$ cat src/rtl/mult_share_arbiter_if.sv
// Requester, response and multiplier-core signals of mult_share_arbiter.
// The arbiter connects through the slave modport; the environment drives the master side.
interface mult_share_arbiter_if #(
  parameter int OP_W  = 16,
  parameter int RES_W = 32
);
  logic             req0_valid;
  logic             req0_ready;
  logic [OP_W-1:0]  req0_a;
  logic [OP_W-1:0]  req0_b;
  logic             rsp0_valid;
  logic             rsp0_ready;

  logic             req1_valid;
  logic             req1_ready;
  logic [OP_W-1:0]  req1_a;
  logic [OP_W-1:0]  req1_b;
  logic             rsp1_valid;
  logic             rsp1_ready;

  logic [RES_W-1:0] rsp_result;
  logic             rsp_err;

  logic             mul_init;
  logic [OP_W-1:0]  mul_a;
  logic [OP_W-1:0]  mul_b;
  logic [RES_W-1:0] mul_result;
  logic             mul_done;

  logic             busy;
  logic             grant_id;

  modport slave (
    input  req0_valid, req0_a, req0_b, rsp0_ready,
    input  req1_valid, req1_a, req1_b, rsp1_ready,
    input  mul_result, mul_done,
    output req0_ready, rsp0_valid, req1_ready, rsp1_valid,
    output rsp_result, rsp_err, mul_init, mul_a, mul_b, busy, grant_id
  );

  modport master (
    output req0_valid, req0_a, req0_b, rsp0_ready,
    output req1_valid, req1_a, req1_b, rsp1_ready,
    output mul_result, mul_done,
    input  req0_ready, rsp0_valid, req1_ready, rsp1_valid,
    input  rsp_result, rsp_err, mul_init, mul_a, mul_b, busy, grant_id
  );
endinterface

$ cat src/rtl/mult_share_arbiter.sv
// Round-robin arbiter/sequencer sharing one shift-add multiplier core between two requesters.
// Optional WAIT timeout with error response: define MULT_ARB_TIMEOUT_EN.
module mult_share_arbiter #(
  parameter int OP_W        = 16,
  parameter int RES_W       = 32,
  parameter int TIMEOUT_CYC = 64
) (
  input  logic                 clk,
  input  logic                 reset,
  mult_share_arbiter_if.slave  bus
);

  if (RES_W != 2 * OP_W || TIMEOUT_CYC < 1) begin : g_bad_cfg
    $error("mult_share_arbiter: RES_W must be 2*OP_W and TIMEOUT_CYC >= 1");
  end

  typedef enum logic [1:0] {
    ST_IDLE  = 2'd0,
    ST_START = 2'd1,
    ST_WAIT  = 2'd2,
    ST_RESP  = 2'd3
  } state_t;

  state_t           r_state;
  state_t           w_next_state;
  logic             r_rr_ptr;
  logic             r_grant_id;
  logic             r_done_armed;
  logic [OP_W-1:0]  r_mul_a;
  logic [OP_W-1:0]  r_mul_b;
  logic [RES_W-1:0] r_rsp_result;

  logic             w_rdy0;
  logic             w_rdy1;
  logic             w_accept;
  logic             w_done_q;
  logic             w_rsp_hs;
  logic             w_timeout;

  // Ready is gated by reset so every output reads 0 while reset is held.
  always_comb begin
    w_rdy0   = (r_state == ST_IDLE) && reset && bus.req0_valid &&
               (!bus.req1_valid || !r_rr_ptr);
    w_rdy1   = (r_state == ST_IDLE) && reset && bus.req1_valid &&
               (!bus.req0_valid || r_rr_ptr);
    w_accept = w_rdy0 || w_rdy1;
    w_done_q = (r_state == ST_WAIT) && bus.mul_done && r_done_armed;
    w_rsp_hs = (r_state == ST_RESP) &&
               (r_grant_id ? bus.rsp1_ready : bus.rsp0_ready);
  end

`ifdef MULT_ARB_TIMEOUT_EN
  localparam int CNT_W = $clog2(TIMEOUT_CYC + 1);

  logic [CNT_W-1:0] r_wait_cnt;
  logic             r_rsp_err;

  assign w_timeout = (r_state == ST_WAIT) && !w_done_q &&
                     (r_wait_cnt == CNT_W'(TIMEOUT_CYC - 1));

  always_ff @(posedge clk or negedge reset) begin
    if (!reset) begin
      r_wait_cnt <= '0;
      r_rsp_err  <= 1'b0;
    end else begin
      if (r_state == ST_START) begin
        r_wait_cnt <= '0;
      end else if (r_state == ST_WAIT) begin
        r_wait_cnt <= r_wait_cnt + 1'b1;
      end
      if (w_timeout) begin
        r_rsp_err <= 1'b1;
      end else if (w_rsp_hs) begin
        r_rsp_err <= 1'b0;
      end
    end
  end

  assign bus.rsp_err = r_rsp_err;
`else
  assign w_timeout   = 1'b0;
  assign bus.rsp_err = 1'b0;
`endif

  always_comb begin
    w_next_state = r_state;
    case (r_state)
      ST_IDLE:  if (w_accept) w_next_state = ST_START;
      ST_START: w_next_state = ST_WAIT;
      ST_WAIT:  if (w_done_q || w_timeout) w_next_state = ST_RESP;
      ST_RESP:  if (w_rsp_hs) w_next_state = ST_IDLE;
      default:  w_next_state = ST_IDLE;
    endcase
  end

  always_ff @(posedge clk or negedge reset) begin
    if (!reset) begin
      r_state      <= ST_IDLE;
      r_rr_ptr     <= 1'b0;
      r_grant_id   <= 1'b0;
      r_done_armed <= 1'b0;
    end else begin
      r_state <= w_next_state;
      if (w_accept) begin
        r_grant_id <= w_rdy1;
      end
      if (w_rsp_hs) begin
        r_rr_ptr <= ~r_grant_id;
      end
      // A DONE still high from the previous operation only counts after it has been seen low.
      if (r_state == ST_START) begin
        r_done_armed <= 1'b0;
      end else if (r_state == ST_WAIT && !bus.mul_done) begin
        r_done_armed <= 1'b1;
      end
    end
  end

  always_ff @(posedge clk or negedge reset) begin
    if (!reset) begin
      r_mul_a      <= '0;
      r_mul_b      <= '0;
      r_rsp_result <= '0;
    end else begin
      if (w_accept) begin
        r_mul_a <= w_rdy1 ? bus.req1_a : bus.req0_a;
        r_mul_b <= w_rdy1 ? bus.req1_b : bus.req0_b;
      end
      if (w_done_q) begin
        r_rsp_result <= bus.mul_result;
      end else if (w_timeout) begin
        r_rsp_result <= '0;
      end
    end
  end

  assign bus.req0_ready = w_rdy0;
  assign bus.req1_ready = w_rdy1;
  assign bus.rsp0_valid = (r_state == ST_RESP) && !r_grant_id;
  assign bus.rsp1_valid = (r_state == ST_RESP) && r_grant_id;
  assign bus.rsp_result = r_rsp_result;
  assign bus.mul_init   = (r_state == ST_START);
  assign bus.mul_a      = r_mul_a;
  assign bus.mul_b      = r_mul_b;
  assign bus.busy       = (r_state != ST_IDLE);
  assign bus.grant_id   = r_grant_id;

endmodule
$ cat src/flat_wrapper.sv
// flat-port wrapper written by rule: the top's interface ports become plain ports
module mult_share_arbiter_flat 
#(
  parameter int OP_W        = 16,
  parameter int RES_W       = 32,
  parameter int TIMEOUT_CYC = 64
)
  (clk, reset, bus_req0_valid, bus_req0_a, bus_req0_b, bus_rsp0_ready, bus_req1_valid, bus_req1_a, bus_req1_b, bus_rsp1_ready, bus_mul_result, bus_mul_done, bus_req0_ready, bus_rsp0_valid, bus_req1_ready, bus_rsp1_valid, bus_rsp_result, bus_rsp_err, bus_mul_init, bus_mul_a, bus_mul_b, bus_busy, bus_grant_id);
  mult_share_arbiter_if #(.OP_W(OP_W), .RES_W(RES_W)) bus_i ();
  input  logic clk;
  input  logic reset;
  input wire logic [$bits(bus_i.req0_valid)-1:0] bus_req0_valid;
  input wire logic [$bits(bus_i.req0_a)-1:0] bus_req0_a;
  input wire logic [$bits(bus_i.req0_b)-1:0] bus_req0_b;
  input wire logic [$bits(bus_i.rsp0_ready)-1:0] bus_rsp0_ready;
  input wire logic [$bits(bus_i.req1_valid)-1:0] bus_req1_valid;
  input wire logic [$bits(bus_i.req1_a)-1:0] bus_req1_a;
  input wire logic [$bits(bus_i.req1_b)-1:0] bus_req1_b;
  input wire logic [$bits(bus_i.rsp1_ready)-1:0] bus_rsp1_ready;
  input wire logic [$bits(bus_i.mul_result)-1:0] bus_mul_result;
  input wire logic [$bits(bus_i.mul_done)-1:0] bus_mul_done;
  output wire logic [$bits(bus_i.req0_ready)-1:0] bus_req0_ready;
  output wire logic [$bits(bus_i.rsp0_valid)-1:0] bus_rsp0_valid;
  output wire logic [$bits(bus_i.req1_ready)-1:0] bus_req1_ready;
  output wire logic [$bits(bus_i.rsp1_valid)-1:0] bus_rsp1_valid;
  output wire logic [$bits(bus_i.rsp_result)-1:0] bus_rsp_result;
  output wire logic [$bits(bus_i.rsp_err)-1:0] bus_rsp_err;
  output wire logic [$bits(bus_i.mul_init)-1:0] bus_mul_init;
  output wire logic [$bits(bus_i.mul_a)-1:0] bus_mul_a;
  output wire logic [$bits(bus_i.mul_b)-1:0] bus_mul_b;
  output wire logic [$bits(bus_i.busy)-1:0] bus_busy;
  output wire logic [$bits(bus_i.grant_id)-1:0] bus_grant_id;
  assign bus_i.req0_valid = bus_req0_valid;
  assign bus_i.req0_a = bus_req0_a;
  assign bus_i.req0_b = bus_req0_b;
  assign bus_i.rsp0_ready = bus_rsp0_ready;
  assign bus_i.req1_valid = bus_req1_valid;
  assign bus_i.req1_a = bus_req1_a;
  assign bus_i.req1_b = bus_req1_b;
  assign bus_i.rsp1_ready = bus_rsp1_ready;
  assign bus_i.mul_result = bus_mul_result;
  assign bus_i.mul_done = bus_mul_done;
  assign bus_req0_ready = bus_i.req0_ready;
  assign bus_rsp0_valid = bus_i.rsp0_valid;
  assign bus_req1_ready = bus_i.req1_ready;
  assign bus_rsp1_valid = bus_i.rsp1_valid;
  assign bus_rsp_result = bus_i.rsp_result;
  assign bus_rsp_err = bus_i.rsp_err;
  assign bus_mul_init = bus_i.mul_init;
  assign bus_mul_a = bus_i.mul_a;
  assign bus_mul_b = bus_i.mul_b;
  assign bus_busy = bus_i.busy;
  assign bus_grant_id = bus_i.grant_id;
  mult_share_arbiter #(.OP_W(OP_W), .RES_W(RES_W), .TIMEOUT_CYC(TIMEOUT_CYC)) u_core (.clk(clk), .reset(reset), .bus(bus_i));
endmodule
$ cat config.mk
export PLATFORM = sky130hd
export DESIGN_NAME = mult_share_arbiter_flat
export DESIGN_NICKNAME = d
export VERILOG_FILES = /design/src/rtl/mult_share_arbiter_if.sv /design/src/rtl/mult_share_arbiter.sv /design/src/flat_wrapper.sv
export SDC_FILE = /design/constraint.sdc
export NUM_CORES = 1
export LEC_CHECK = 0
export CORE_UTILIZATION = 39
export CTS_BUF_LIST = sky130_fd_sc_hd__clkbuf_4 sky130_fd_sc_hd__clkbuf_8 sky130_fd_sc_hd__clkbuf_16
export CTS_CLUSTER_DIAMETER = 150
export CTS_CLUSTER_SIZE = 20
export DETAILED_ROUTE_END_ITERATION = 8
export HOLD_SLACK_MARGIN = 0.06
export PLACE_DENSITY_LB_ADDON = 0.25
export SYNTH_ARGS = -nofsm -noshare
export SYNTH_HDL_FRONTEND = slang
export SYNTH_SLANG_ARGS = --single-unit
$ cat constraint.sdc
create_clock -name clk -period 1.85 [get_ports clk]
set_input_delay 0.2775 -clock clk [delete_from_list [all_inputs] [get_ports clk]]
set_output_delay 0.2775 -clock clk [all_outputs]
set_load 0.01 [all_outputs]
==> summary.md <==
| Metric | Value |
|---|---|
| Synth Flop Type | dfrtp_1 |
| GR peak layer | met2 |
| Post-synth top area share | 53.3% |
| Static leakage | 2.33 nW |
| Post-CTS setup buffer count | 0 |
| Worst hold path class | primary input to asynchronous set/reset pin |
| Worst-skew pair later-pin latency | 0.33 ns |
| Dpl cells | 555 |
| Net Sw Frac | 32.4% |
| Clock power share | 17.0% |
| Initial Util | 41.1% |
| Final Max Slew Viols | 0 |
| Number of max-cap violations | 0 |
| Delay-heaviest family, CP | flip-flops |
| Worst Setup End Kind | output pin |
| Comb pwr share | 49.5% |
| M2 GR Usage | 35.2% |
| 1st-pass router iterations | 4 |
| Synthesis-to-layout area growth | 65.8% |
| Clock skew | 0.00730 ns |
| Relative slew slack | 44.9% |
| Ratio of cells with drive above 1 in the final layout | 21.3% |
| Die area | 8670 µm² |
| I/O Pins | 175 |
| NumNets Final | 573 |
| Ant. Diodes | 0 |
| Die H | 93.1 µm |
| Area leader, netlist | dfrtp_1 |
| Final Hold Viols | 0 |
| Clock root buffer | clkbuf_8 |
| Register bit count reported by yosys | 69 |
| Largest net degree at the start of global routing | 67 |
| Routed Antenna Nets | 0 |
| Die Wd | 93.1 µm |
| Setup crit start kind | flop |
| Outcome | complete, no violations |
| Max stage delay on crit path | 0.39 ns |
| Largest cells by area after synthesis | dfrtp_1 (53%), mux2_2 (11%), o211ai_2 (11%) |
| Max VDD drop | 0.708 mV |
| Sequential area share after synthesis | 53.3% |
| CTS tree | built |
| Initial antenna violation count | 0 |
| GPL Wtd Cong | 0.738 |
| WL final | 9150 µm |
| Avg WL per Cell | 16.0 µm |
| Total power | 7.98 mW |
| Critical path peak fanout | 3 |
| Slowest cell on crit path | dfrtp_1 |
| Async set-reset flop share out of synthesis | 100% |
| Buffers plus inverters on the worst setup path | 2 |
| Hold WS | 0.233 ns |
| FMAX | 0.565 GHz |
| Clock sinks | 69 |
| Distinct cells, synth | 27 |
| Dpl hpwl | 6410 µm |
| Crit Path Category | flop to output pin |
| Routed via count | 2,930 |
| Crit path time final | 1.77 ns |
| Measured slew at the worst slew-check pin | 0.826 ns |
| Final setup fails | 0 |
| Global Route Usage Sum | 21.6% |
| Vias per cell | 5.12 |
| Syn_area_per_cell | 11.3 µm² |
| I/O Buffers | 173 |
| Filler cell count | 628 |
| Pre-CTS setup slack | -0.0682 ns |
| Required time of the worst setup path | 1.57 ns |
| Grt ovf | 0 |
| Pwr/cell area | 1490 nW/µm² |
| CTS H-tree depth | 3 |
| Num CTS Buffers | 9 |
| Clock Path Buffers | 2 |
| CP arrival | 1.49 ns |
| Non-Filler Instances | 572 |
| Syn Inst Count | 286 |
| DRC | 0 |
| Synthesized area | 3240 µm² |
| Post-synth EDFFs | 0 |
| CORE AREA | 7890 µm² |
| Reg power frac | 33.5% |
| Syn_nets | 394 |
| Most frequent cell after synthesis | dfrtp_1 |
| Final setup TNS | 0 ns |
| Internal | 5.39 mW |
| First-pass GRT wire length | 14,400 µm |
| Global Route met1 Usage | 27.8% |
| Yosys Warn Count | 0 |
| Num rows | 32 |
| Top post-synthesis cells by count | dfrtp_1 (69), nand2_1 (67), nand3_1 (34) |
| Drt initial violations | 77 |
| CP cell instances | inv_2 -> ha_4 -> and3_1 -> and2_4 -> clkdlybuf4s15_2 |
| PnR worst setup slack | 0.0803 ns |
| Clk pin slew, worst setup/hold paths | 0.07 ns |
| Met3 GRT Util | 6.18% |
| Tcrit/Tclk final | 95.7% |
| Unrepaired setup endpoints after global routing | false |
| Vias in the first global route | 2,895 |
| Net Sw Power | 2.58 mW |
[area by class of cell]
cell class	instances	area (µm²)	area share, %
Clock buffer	10	138	2.56
Inverter	5	18.8	0.349
Tap cell	102	128	2.38
Sequential cell	69	1730	32.2
Clock inverter	6	86.3	1.61
Timing Repair Buffer	190	1890	35.2
Multi-Input combinational cell	190	1380	25.7
[logic make-up (layout without fill, tap and decap cells)]
| kind of cell | after synthesis | in the layout | synth area share (%) |
|---|---|---|---|
| other cells | 1 | 1 | 0.116 |
| buf+inv | 27 | 211 | 4.52 |
| mux | 34 | 34 | 11.8 |
| flops | 69 | 69 | 53.3 |
| compound gates | 43 | 43 | 14.2 |
| simple gates | 107 | 107 | 14.2 |
| fa+ha+maj | 5 | 5 | 1.93 |
[power by group through the flow]
| stage | sequential [mW] | combinational [mW] | clock (mW) |
|---|---|---|---|
| 2_1_floorplan | 3.00 | 1.43 | 0 |
| 3_3_place_gp | 2.66 | 3.90 | 0 |
| 3_5_place_dp | 2.68 | 4.00 | 0 |
| 4_1_cts | 2.67 | 3.98 | 1.38 |
| 5_1_grt | 2.76 | 4.26 | 1.46 |
| 6_report | 2.67 | 3.95 | 1.36 |
[metrics by stage]
stage / utilization (%) / area (µm²)
after floorplan: - / 3240
after global placement: 65.0 / 5130
after detailed placement: 65.0 / 5130
after CTS: 68.0 / 5360
after global routing: 68.1 / 5370
final: 68.1 / 5370
[routing by layer]
metal	routed length, µm	vias up
li1	-	1353
met1	3900	1413
met2	4270	151
met3	872	13
met4	109	0
met5	0	-
[sequential cells by signal, summed over array words and instances, names as in the netlist]
| signal | cells |
|---|---|
| u_core.bus.grant_id | 1 |
| u_core.bus.mul_a | 16 |
| u_core.bus.rsp_result | 32 |
| u_core.r_rr_ptr | 1 |
| u_core.r_done_armed | 1 |
| u_core.bus.mul_b | 16 |
| u_core.r_state | 2 |
[worst paths after layout]
| kind | startpoint | to | slack (ns) | depth (start not counted) |
|---|---|---|---|---|
| max reg2reg | u_core.r_state[0]$_DFFE_PN0P_ | u_core.r_state[1]$_DFFE_PN0P_ | 0.13 | 5 |
| min reg2reg | u_core.bus.mul_a[13]$_DFFE_PN0P_ | u_core.bus.mul_a[13]$_DFFE_PN0P_ | 0.49 | 2 |
| max | u_core.r_state[0]$_DFFE_PN0P_ | bus_req1_ready | 0.08 | 5 |
| min | reset | u_core.bus.mul_b[15]$_DFFE_PN0P_ | 0.23 | 2 |
| max in group asynchronous | reset | u_core.bus.rsp_result[17]$_DFFE_PN0P_ | 1.09 | 2 |
| min in group clk | u_core.bus.mul_a[13]$_DFFE_PN0P_ | u_core.bus.mul_a[13]$_DFFE_PN0P_ | 0.49 | 2 |
[cell usage in the layout (no fill, tap or decap), types with 2 or more instances in the layout]
cell type / instances
nand3_1: 34
inv_2: 2
o211ai_2: 28
clkinv_2: 2
clkbuf_8: 10
o21ai_0: 2
mux2_2: 33
a21oi_1: 3
buf_4: 14
dfrtp_1: 69
buf_12: 3
inv_1: 3
ha_1: 3
o211ai_1: 5
nand2_1: 67
bufinv_16: 2
dlygate4sd2_1: 5
clkdlybuf4s50_1: 166
[repair_timing]
action	4_1_cts	5_1_grt
setup endpoints to repair	6	6
hold buffers	1	0
endpoints found under the hold margin	3	0
gates resized for setup	10	3
gates cloned	0	0
Power figures use the tool's default switching activity.
